File: src/rtl/tag_release_unit_if.sv
// Bundle of the allocation, completion, release and status signals of
// tag_release_unit. The master side is the dispatcher/writeback environment,
// the slave side is the release unit itself.
interface tag_release_unit_if #(
    parameter int NumTags  = 16,
    parameter int NumAlloc = 2,
    parameter int NumDone  = 2,
    parameter int NumFree  = 2
);
    localparam int TagWidth = $clog2(NumTags);

    logic [NumAlloc-1:0]          alloc_i;
    logic [NumAlloc*TagWidth-1:0] alloc_tag_i;
    logic [NumDone-1:0]           done_i;
    logic [NumDone*TagWidth-1:0]  done_tag_i;
    logic [NumFree-1:0]           free_o;
    logic [NumFree*TagWidth-1:0]  free_tag_o;
    logic [NumTags-1:0]           pending_o;
    logic                         idle_o;
    logic                         error_o;

    modport master (
        output alloc_i, alloc_tag_i, done_i, done_tag_i,
        input  free_o, free_tag_o, pending_o, idle_o, error_o
    );

    modport slave (
        input  alloc_i, alloc_tag_i, done_i, done_tag_i,
        output free_o, free_tag_o, pending_o, idle_o, error_o
    );
endinterface

File: src/rtl/tag_release_unit.sv
// tag_release_unit: tracks every tag handed out by tag_queue from allocation
// to completion and hands completed tags back on tag_queue's free port.
// Default build releases DONE tags round-robin from a rotating pointer.
// Defining TAG_RELEASE_ORDERED_EN swaps the pointer for an allocation-order
// FIFO so tags are returned in the order they were handed out.
// Modulo arithmetic on tag indices is done in int so NumTags need not be a
// power of two.
module tag_release_unit #(
    parameter int NumTags  = 16,
    parameter int NumAlloc = 2,
    parameter int NumDone  = 2,
    parameter int NumFree  = 2
) (
    input logic               clk_i,
    input logic               rst_i,
    tag_release_unit_if.slave bus
);
    localparam int TagWidth   = $clog2(NumTags);
    localparam int CountWidth = $clog2(NumTags + 1);

    typedef enum logic [1:0] {
        TAG_FREE      = 2'd0,
        TAG_ALLOCATED = 2'd1,
        TAG_DONE      = 2'd2
    } tag_state_e;

    tag_state_e          state_q   [NumTags];
    logic [TagWidth-1:0] alloc_tag [NumAlloc];
    logic [TagWidth-1:0] done_tag  [NumDone];
    logic [TagWidth-1:0] pick_tag  [NumFree];
    logic [NumAlloc-1:0] alloc_pre;
    logic [NumAlloc-1:0] alloc_ok;
    logic [NumDone-1:0]  done_ok;
    logic [NumFree-1:0]  pick_valid;
    logic [NumTags-1:0]  pending;
    logic                event_error;

    // Split the flat tag buses into per-port tags
    always_comb begin
        for (int p = 0; p < NumAlloc; p++) alloc_tag[p] = bus.alloc_tag_i[p*TagWidth +: TagWidth];
        for (int d = 0; d < NumDone; d++)  done_tag[d]  = bus.done_tag_i[d*TagWidth +: TagWidth];
    end

    // Qualify each event; any clash on a tag kills every event involved
    always_comb begin
        for (int p = 0; p < NumAlloc; p++) begin
            alloc_pre[p] = bus.alloc_i[p] && (state_q[alloc_tag[p]] == TAG_FREE);
            for (int q = 0; q < NumAlloc; q++)
                if (q != p && bus.alloc_i[q] && alloc_tag[q] == alloc_tag[p]) alloc_pre[p] = 1'b0;
            for (int d = 0; d < NumDone; d++)
                if (bus.done_i[d] && done_tag[d] == alloc_tag[p]) alloc_pre[p] = 1'b0;
        end
        for (int d = 0; d < NumDone; d++) begin
            done_ok[d] = bus.done_i[d] && (state_q[done_tag[d]] == TAG_ALLOCATED);
            for (int e = 0; e < NumDone; e++)
                if (e != d && bus.done_i[e] && done_tag[e] == done_tag[d]) done_ok[d] = 1'b0;
            for (int p = 0; p < NumAlloc; p++)
                if (bus.alloc_i[p] && alloc_tag[p] == done_tag[d]) done_ok[d] = 1'b0;
        end
    end

`ifndef TAG_RELEASE_ORDERED_EN
    logic [TagWidth-1:0] ptr_q;
    logic [TagWidth-1:0] ptr_next;

    assign alloc_ok = alloc_pre;

    // Pick the first NumFree DONE tags scanning upward from the pointer
    always_comb begin
        int                  cnt;
        logic                taken;
        logic [TagWidth-1:0] idx;
        cnt        = 0;
        pick_valid = '0;
        ptr_next   = ptr_q;
        for (int k = 0; k < NumFree; k++) pick_tag[k] = '0;
        for (int i = 0; i < NumTags; i++) begin
            idx   = TagWidth'((int'(ptr_q) + i) % NumTags);
            taken = 1'b0;
            if (state_q[idx] == TAG_DONE) begin
                for (int k = 0; k < NumFree; k++) begin
                    if (!taken && cnt == k) begin
                        pick_valid[k] = 1'b1;
                        pick_tag[k]   = idx;
                        taken         = 1'b1;
                    end
                end
            end
            if (taken) begin
                cnt      = cnt + 1;
                ptr_next = TagWidth'((int'(idx) + 1) % NumTags);
            end
        end
    end

    // Pointer moves just past the last tag released
    always_ff @(posedge clk_i) begin
        if (rst_i) ptr_q <= '0;
        else       ptr_q <= ptr_next;
    end
`else
    logic [TagWidth-1:0]   fifo_q [NumTags];
    logic [TagWidth-1:0]   push_slot [NumAlloc];
    logic [TagWidth-1:0]   head_q;
    logic [CountWidth-1:0] count_q;
    logic [CountWidth-1:0] pop_count;
    logic [CountWidth-1:0] push_count;

    // Release consecutive DONE entries at the FIFO head, stopping at the first that is not DONE
    always_comb begin
        logic                stop;
        logic [TagWidth-1:0] pos;
        stop       = 1'b0;
        pop_count  = '0;
        pick_valid = '0;
        for (int k = 0; k < NumFree; k++) begin
            pick_tag[k] = '0;
            pos         = TagWidth'((int'(head_q) + k) % NumTags);
            if (!stop && k < int'(count_q) && state_q[fifo_q[pos]] == TAG_DONE) begin
                pick_valid[k] = 1'b1;
                pick_tag[k]   = fifo_q[pos];
                pop_count     = pop_count + CountWidth'(1);
            end else begin
                stop = 1'b1;
            end
        end
    end

    // Accept allocations in port order while FIFO space remains; an overflowing alloc is dropped
    always_comb begin
        int space;
        space      = NumTags - int'(count_q) + int'(pop_count);
        push_count = '0;
        for (int p = 0; p < NumAlloc; p++) begin
            alloc_ok[p]  = alloc_pre[p];
            push_slot[p] = TagWidth'((int'(head_q) + int'(count_q) + int'(push_count)) % NumTags);
            if (alloc_pre[p]) begin
                if (int'(push_count) < space) push_count = push_count + CountWidth'(1);
                else                          alloc_ok[p] = 1'b0;
            end
        end
    end

    // Advance head past released entries and append newly allocated tags at the tail
    always_ff @(posedge clk_i) begin
        if (rst_i) begin
            head_q  <= '0;
            count_q <= '0;
        end else begin
            head_q  <= TagWidth'((int'(head_q) + int'(pop_count)) % NumTags);
            count_q <= count_q - pop_count + push_count;
            for (int p = 0; p < NumAlloc; p++)
                if (alloc_ok[p]) fifo_q[push_slot[p]] <= alloc_tag[p];
        end
    end
`endif

    assign event_error = (|(bus.alloc_i & ~alloc_ok)) | (|(bus.done_i & ~done_ok));

    // Per-tag state update, registered release outputs and sticky error flag
    always_ff @(posedge clk_i) begin
        if (rst_i) begin
            for (int t = 0; t < NumTags; t++) state_q[t] <= TAG_FREE;
            bus.free_o     <= '0;
            bus.free_tag_o <= '0;
            bus.error_o    <= 1'b0;
        end else begin
            for (int k = 0; k < NumFree; k++)
                if (pick_valid[k]) state_q[pick_tag[k]] <= TAG_FREE;
            for (int p = 0; p < NumAlloc; p++)
                if (alloc_ok[p]) state_q[alloc_tag[p]] <= TAG_ALLOCATED;
            for (int d = 0; d < NumDone; d++)
                if (done_ok[d]) state_q[done_tag[d]] <= TAG_DONE;
            bus.free_o <= pick_valid;
            for (int k = 0; k < NumFree; k++)
                bus.free_tag_o[k*TagWidth +: TagWidth] <= pick_tag[k];
            if (event_error) bus.error_o <= 1'b1;
        end
    end

    // Status views derived straight from the state array
    always_comb begin
        for (int t = 0; t < NumTags; t++) pending[t] = (state_q[t] != TAG_FREE);
    end

    assign bus.pending_o = pending;
    assign bus.idle_o    = ~|pending;
endmodule

File: src/flat_wrapper.sv
// flat-port wrapper written by rule: the top's interface ports become plain ports
module tag_release_unit_flat 
#(
    parameter int NumTags  = 16,
    parameter int NumAlloc = 2,
    parameter int NumDone  = 2,
    parameter int NumFree  = 2
)
  (clk_i, rst_i, bus_alloc_i, bus_alloc_tag_i, bus_done_i, bus_done_tag_i, bus_free_o, bus_free_tag_o, bus_pending_o, bus_idle_o, bus_error_o);
  tag_release_unit_if #(.NumTags(NumTags), .NumAlloc(NumAlloc), .NumDone(NumDone), .NumFree(NumFree)) bus_i ();
  input logic clk_i;
  input logic rst_i;
  input wire logic [$bits(bus_i.alloc_i)-1:0] bus_alloc_i;
  input wire logic [$bits(bus_i.alloc_tag_i)-1:0] bus_alloc_tag_i;
  input wire logic [$bits(bus_i.done_i)-1:0] bus_done_i;
  input wire logic [$bits(bus_i.done_tag_i)-1:0] bus_done_tag_i;
  output wire logic [$bits(bus_i.free_o)-1:0] bus_free_o;
  output wire logic [$bits(bus_i.free_tag_o)-1:0] bus_free_tag_o;
  output wire logic [$bits(bus_i.pending_o)-1:0] bus_pending_o;
  output wire logic [$bits(bus_i.idle_o)-1:0] bus_idle_o;
  output wire logic [$bits(bus_i.error_o)-1:0] bus_error_o;
  assign bus_i.alloc_i = bus_alloc_i;
  assign bus_i.alloc_tag_i = bus_alloc_tag_i;
  assign bus_i.done_i = bus_done_i;
  assign bus_i.done_tag_i = bus_done_tag_i;
  assign bus_free_o = bus_i.free_o;
  assign bus_free_tag_o = bus_i.free_tag_o;
  assign bus_pending_o = bus_i.pending_o;
  assign bus_idle_o = bus_i.idle_o;
  assign bus_error_o = bus_i.error_o;
  tag_release_unit #(.NumTags(NumTags), .NumAlloc(NumAlloc), .NumDone(NumDone), .NumFree(NumFree)) u_core (.clk_i(clk_i), .rst_i(rst_i), .bus(bus_i));
endmodule
File: config.mk
export PLATFORM = sky130hd
export DESIGN_NAME = tag_release_unit_flat
export DESIGN_NICKNAME = d
export VERILOG_FILES = /design/src/rtl/tag_release_unit_if.sv /design/src/rtl/tag_release_unit.sv /design/src/flat_wrapper.sv
export SDC_FILE = /design/constraint.sdc
export NUM_CORES = 1
export LEC_CHECK = 0
export ABC_AREA = 1
export CAP_MARGIN = 15
export CORE_MARGIN = 2
export CORE_UTILIZATION = 55
export CTS_CLUSTER_SIZE = 12
export DETAILED_ROUTE_END_ITERATION = 8
export GPL_TIMING_DRIVEN = 0
export HOLD_SLACK_MARGIN = 0.05
export PLACE_DENSITY = 0.74
export SYNTH_ARGS = -nofsm -noshare
export SYNTH_HDL_FRONTEND = slang
export SYNTH_SLANG_ARGS = --single-unit
File: constraint.sdc
create_clock -name clk_i -period 17.5 [get_ports clk_i]
set_input_delay 2.625 -clock clk_i [delete_from_list [all_inputs] [get_ports clk_i]]
set_output_delay 2.625 -clock clk_i [all_outputs]
set_load 0.005 [all_outputs]
==> flow_metrics.env, run 1 <==
export IMPL_status="finished clean"
export IMPL_min_from="u_core.state_q[7][0]"
export IMPL_skew_ns=0.006828
export IMPL_grt_max_degree=20
export IMPL_avgRoutedWirePerCell_um=19.56
export IMPL_gr_total_overflow=0
export IMPL_setup_viol=0
export IMPL_routed_via_count=11440
export IMPL_multi_input_area_sq_um=6923
export IMPL_yosysTopAreaCell="nand2_1"
export IMPL_clk_pin_slew_ns=0.07
export IMPL_crit_fanout=19
export IMPL_min_to="u_core.state_q[7][0]"
export IMPL_routed_wl_um=35780
export IMPL_antenna_cells=0
export IMPL_maxCapViolCount=0
export IMPL_muxShareOfSynthArea=0.001114
export IMPL_max_freq_mhz=61.91
export IMPL_cts_root_buffer="clkbuf_16"
export IMPL_die_w_um=131.8
export IMPL_cp_common_cell="nand2_1"
export IMPL_layout_setup_ws_ns=1.349
export IMPL_synth_compound_area_frac=0.2625
export IMPL_gp_congestion=1.024
export IMPL_synth_main_ff_cell="dfxtp_1"
export IMPL_port_buffers=32
export IMPL_worst_setup_path_start_kind="register"
export IMPL_place_worst_setup_slack_ns=-1.056
export IMPL_core_rowCount=46
export IMPL_crit_path_top_delay_cell="fa_2"
export IMPL_cts_tree="built"
export IMPL_clk_latency_ns=0.29
export IMPL_r2r_setup_slack_ns=1.35
export IMPL_synth_cells=1568
export IMPL_rsz0062_at_grt="yes"
export IMPL_start_util=0.5636
export IMPL_synth_simple_area_share=0.3747
export IMPL_drc_errors=0
export IMPL_clockBufferDepth=2
export IMPL_hp_class="register to register"
export IMPL_crit_type="register to register"
export IMPL_yosys_top_cells_count="367 x nand2_1, 208 x inv_1, 162 x nor2_1"
export IMPL_max_slew_margin_rel=0.2848
export IMPL_synthDistinctLibCells=64
export IMPL_die_area_sq_um=17370
export IMPL_timing_hold_ws_ns=0.5498
export IMPL_ant_nets=0
export IMPL_io_pins=50
export IMPL_antenna_found_initial=0
export IMPL_arrival_ns=16.30
export IMPL_avgViaCountPerCell=6.254
export IMPL_period_share=0.9229
export IMPL_synth_adder_area_share=0.06907
export IMPL_drive_above_1_share=0.08246
export IMPL_slew_violations=0
export IMPL_yosysSeqAreaShare=0.1136
export IMPL_worstMarginPinSlew_ns=1.043
export IMPL_yosys_top_cells_area="nand2_1 15%, dfxtp_1 11%, inv_1 8.7%"
export IMPL_htree_levels=2
export IMPL_min_period_ns=16.15
export IMPL_grt_pass1_wl_um=55120
export IMPL_track_usage=0.3942
export IMPL_synth_edf_count=0
export IMPL_seq_area_sq_um=1026
export IMPL_die_height_um=131.8
export IMPL_grt_pass1_vias=10480
export IMPL_dr_pass1_iters=7
export IMPL_synth_top_family_by_area="simple AND/OR/NAND/NOR gates"
export IMPL_nFillCells=1647
export IMPL_synth_top_cell_area_share=0.1533
export IMPL_fp_coreArea_sq_um=15940
export IMPL_ys_ff_latch=51
export IMPL_finalHoldViolCount=0
export IMPL_end_kind="register"
export IMPL_hold_depth=2
export IMPL_synthArstFlopShare=0
export IMPL_syn_mean_instance_area_sq_um=5.730
export IMPL_synth_xor_area_frac=0.05222
export IMPL_crit_required_ns=17.64
export IMPL_max_stage_delay_ns=0.51
export IMPL_syn2layout_area_growth_pct=10.46
export IMPL_cts_buffers=5
export IMPL_drtIter0Drc=1325
export IMPL_reg2reg_from="u_core.ptr_q[0]"
export IMPL_clock_sinks=51
export IMPL_post_dp_hpwl_um=28040
export IMPL_syn_num_nets=1639
export IMPL_ys_warn_count=0
export IMPL_yosysMostFrequentCell="nand2_1"
export IMPL_rr_worst_depth=97
export IMPL_layout_nets=1683
export IMPL_syn_area_sq_um=8985
-- flip-flops by register name, indices dropped and copies added (netlist names), named ones only --
register               count
u_core.bus.free_tag_o      8
u_core.state_q            32
u_core.ptr_q               4
u_core.bus.free_o          2
u_core.bus.error_o         1
-- worst max-delay path by stage --
stage / depth (start not counted) / from / end
6_report: 97 / u_core.ptr_q[0] / register
5_1_grt: 97 / u_core.ptr_q[0] / register
4_1_cts: 101 / u_core.ptr_q[1] / u_core.state_q[15][0]
3_5_place_dp: 102 / u_core.ptr_q[0] / u_core.state_q[15][0]
3_3_place_gp: 96 / u_core.ptr_q[0] / u_core.ptr_q[3]
2_1_floorplan: 99 / u_core.ptr_q[0] / u_core.state_q[2][0]
-- cell families after synthesis --
kind of cell | count (synthesis)
compound gates | 372
xor+xnor | 45
fa+ha+maj | 49
buf+inv | 287
flops | 51
mux | 1
simple gates | 763
-- cell type report --
type | count | area share
clock buffer | 6 | 0.01399
sequential | 51 | 0.1034
inverter | 231 | 0.08838
clock inverter | 2 | 0.003530
multi-input combinational | 1230 | 0.6976
tap | 216 | 0.02723
timing repair buffer | 39 | 0.03757
buffer | 54 | 0.02837
-- timing repair --
action | CTS | global route
resized for setup | 5 | 37
setup endpoints to repair | 50 | 50
buffers inserted | 0 | 7
pin swaps | 0 | 3
hold buffers | 0 | 0
-- critical path, delay by kind of cell (launching register included) --
family	cells	cell delay, ns
AND/OR/NAND/NOR	44	5.46
flip-flops	1	0.40
XOR/XNOR	3	0.67
buffers and inverters	24	3.50
AO/OA/AOI/OAI	12	2.58
adder cells (fa/ha/maj)	14	3.32
-- stage by stage --
stage                     area [sq um]  setup TNS, ns  utilization  cells
final                             9925              0       0.6225   1829
after detailed placement          9575         -42.52       0.6006   1816
after global placement            9575         -29.39       0.6006   1816
after floorplan                   8985              0            -   1568
after global routing              9925         -1.012       0.6225   1829
after CTS                         9758              0       0.6121   1823
-- placed cells by master (no fill, tap or decap), drive strengths merged, types with 6 or more instances in the layout --
master         count
nand2            387
inv              226
nor2             169
nand3            140
o21ai            119
a21oi             61
o22ai             51
dfxtp             51
ha                48
o211ai            45
nand4             38
clkbuf            37
xor2              33
clkdlybuf4s50     32
buf               30
nor3              17
o221ai            12
a22oi             12
o21bai            12
xnor2             12
o2111ai           10
a211oi             9
a221oi             8
a31oi              8
nor4               6
a32oi              6
-- layer usage --
| layer | track usage | part of all wire |
|---|---|---|
| met5 | 0 | 0 |
| met4 | 0.2886 | 0.090 |
| met3 | 0.06459 | 0.085 |
| met2 | 0.6608 | 0.45 |
| met1 | 0.4547 | 0.37 |
Power of run 1 is not shown: default switching activity piles up to over one toggle a cycle in this logic, so the estimate is an artifact.
==> inputs of run 2 (changes only) <==
--- a/config.mk
+++ b/config.mk
@@ -11,9 +11,11 @@
 export CORE_UTILIZATION = 55
 export CTS_CLUSTER_SIZE = 12
 export DETAILED_ROUTE_END_ITERATION = 8
+export DONT_BUFFER_PORTS = 1
 export GPL_TIMING_DRIVEN = 0
 export HOLD_SLACK_MARGIN = 0.05
-export PLACE_DENSITY = 0.74
+export PLACE_DENSITY = 0.7
 export SYNTH_ARGS = -nofsm -noshare
 export SYNTH_HDL_FRONTEND = slang
 export SYNTH_SLANG_ARGS = --single-unit
+export TNS_END_PERCENT = 50
==> run 2 against run 1 <==
Against the previous run: first-iteration DRC count decreased by 5.4%; final cell count decreased by 2.1%; die area unchanged; via count decreased by 2.8%.
==> flow_metrics.env, run 2 (synthesized netlist as in run 1, its figures left out) <==
export IMPL_final_cell_area_sq_um=9494
export IMPL_clock_sinks=51
export IMPL_arrival_ns=16.20
export IMPL_hold_depth=2
export IMPL_r2r_setup_slack_ns=1.47
export IMPL_reg2reg_from="u_core.ptr_q[0]"
export IMPL_rr_worst_depth=96
export IMPL_die_w_um=131.8
export IMPL_min_from="u_core.state_q[7][0]"
export IMPL_crit_type="register to register"
export IMPL_die_height_um=131.8
export IMPL_crit_path_top_delay_cell="fa_1"
export IMPL_htree_levels=2
export IMPL_core_rowCount=46
export IMPL_cts_buffers=5
export IMPL_worst_setup_path_start_kind="register"
export IMPL_skew_ns=0.007236
export IMPL_worstMarginPinSlew_ns=1.052
export IMPL_clockBufferDepth=2
export IMPL_place_inst=1784
export IMPL_slew_violations=0
export IMPL_finalHoldViolCount=0
export IMPL_avgViaCountPerCell=6.210
export IMPL_antenna_cells=0
export IMPL_period_share=0.9163
export IMPL_grt_max_degree=20
export IMPL_hp_class="register to register"
export IMPL_post_dp_hpwl_um=27900
export IMPL_mostFrequentLayoutCells="364 x nand2_1, 206 x inv_1, 162 x nor2_1"
export IMPL_antenna_found_initial=0
export IMPL_maxCapViolCount=0
export IMPL_die_area_sq_um=17370
export IMPL_grt_pass1_wl_um=54640
export IMPL_max_freq_mhz=62.36
export IMPL_grt_pass1_vias=10360
export IMPL_top_register="u_core.state_q"
export IMPL_place_area_sq_um=9255
export IMPL_setup_viol=0
export IMPL_drc_errors=0
export IMPL_gr_total_overflow=0
export IMPL_gp_congestion=1.049
export IMPL_min_period_ns=16.03
export IMPL_crit_fanout=19
export IMPL_layout_nets=1645
export IMPL_rsz0062_at_grt="no"
export IMPL_avgRoutedWirePerCell_um=19.57
export IMPL_ant_nets=0
export IMPL_reg_largest_list="u_core.state_q: 32 flops, u_core.bus.free_tag_o: 8 flops, u_core.ptr_q: 4 flops"
export IMPL_clk_latency_ns=0.29
export IMPL_status="finished clean"
export IMPL_fp_coreArea_sq_um=15940
export IMPL_cts_tree="built"
export IMPL_largest_reg_flops=32
export IMPL_min_to="u_core.state_q[7][0]"
export IMPL_routed_via_count=11120
export IMPL_setup_tns_ns=0
export IMPL_clk_pin_slew_ns=0.07
export IMPL_crit_required_ns=17.67
export IMPL_cp_top_family="simple AND/OR/NAND/NOR gates"
export IMPL_max_slew_margin_rel=0.2787
export IMPL_drtIter0Drc=1253
export IMPL_io_pins=50
export IMPL_cts_root_buffer="clkbuf_16"
export IMPL_max_stage_delay_ns=0.55
export IMPL_rr_endpoint="u_core.state_q[14][0]"
export IMPL_final_common_cell="nand2_1"
export IMPL_drive_above_1_share=0.07746
export IMPL_stdcell_count=1791
export IMPL_hold_buffers=0
export IMPL_end_kind="register"
export IMPL_dr_pass1_iters=6
export IMPL_path_buf_inv=23
export IMPL_track_usage=0.3916
export IMPL_port_buffers=0
export IMPL_routed_wl_um=35050
export IMPL_start_util=0.5636
export IMPL_syn2layout_area_growth_pct=5.668
## run 2: cell types whose count changed in the layout (fill, tap and decap cells not counted), moves of 2 or more
cell,previous run,this run
buf_4,9,6
buf_2,13,11
clkdlybuf4s50_1,32,0
nand2_4,5,3
## run 2: per-layer routing
layer	track usage	part of all wire	vias to the layer above
met3	0.04844	0.072	175
met1	0.4546	0.38	5029
li1	-	-	5329
met4	0.2784	0.085	0
met2	0.6690	0.46	590
met5	0	0	-
## run 2: worst max-delay path by stage
stage / end / startpoint / cells after the start / slack, ns
floorplan: u_core.state_q[2][0] / u_core.ptr_q[0] / 99 / 2.90
global placement: u_core.ptr_q[3] / u_core.ptr_q[0] / 97 / -0.83
detailed placement: u_core.state_q[3][0] / u_core.ptr_q[0] / 103 / -1.03
CTS: u_core.state_q[3][0] / u_core.ptr_q[1] / 101 / 0.19
global route: u_core.state_q[1][1] / u_core.ptr_q[0] / 99 / 0.02
finish: u_core.state_q[14][0] / u_core.ptr_q[0] / 96 / 1.47
## run 2: layout make-up
cell class | count | area (sq um)
clock inverters | 2 | 12.51
repair buffers | 3 | 22.52
clock buffers | 6 | 128.9
well taps | 216 | 270.3
multi-input cells | 1230 | 6890
inverters | 231 | 875.8
fillers | 1704 | 6449
flip-flops and latches | 51 | 1023
plain buffers | 52 | 270.3
## run 2: repair_timing
action                     4_1_cts  5_1_grt
buffers inserted                 0        3
setup endpoints to repair       50       50
resized for setup                4       31
pin swaps                        0        2
## run 2: per-stage QoR
| stage | utilization | worst slack [ns] | hold slack [ns] |
|---|---|---|---|
| finish | 0.5955 | 1.465 | 0.5212 |
| floorplan | - | 2.899 | 0.4711 |
| global placement | 0.5805 | -0.8330 | 0.4938 |
| global route | 0.5955 | 0.01677 | 0.5275 |
| detailed placement | 0.5805 | -1.035 | 0.5006 |
| CTS | 0.5896 | 0.1943 | 0.5104 |
## run 2: worst min-delay path: stages (launching register included)
cell     delay, ns
dfxtp_1       0.33
nand3_1       0.09
a21oi_1       0.06
Power of run 2 is left out for the same reason.
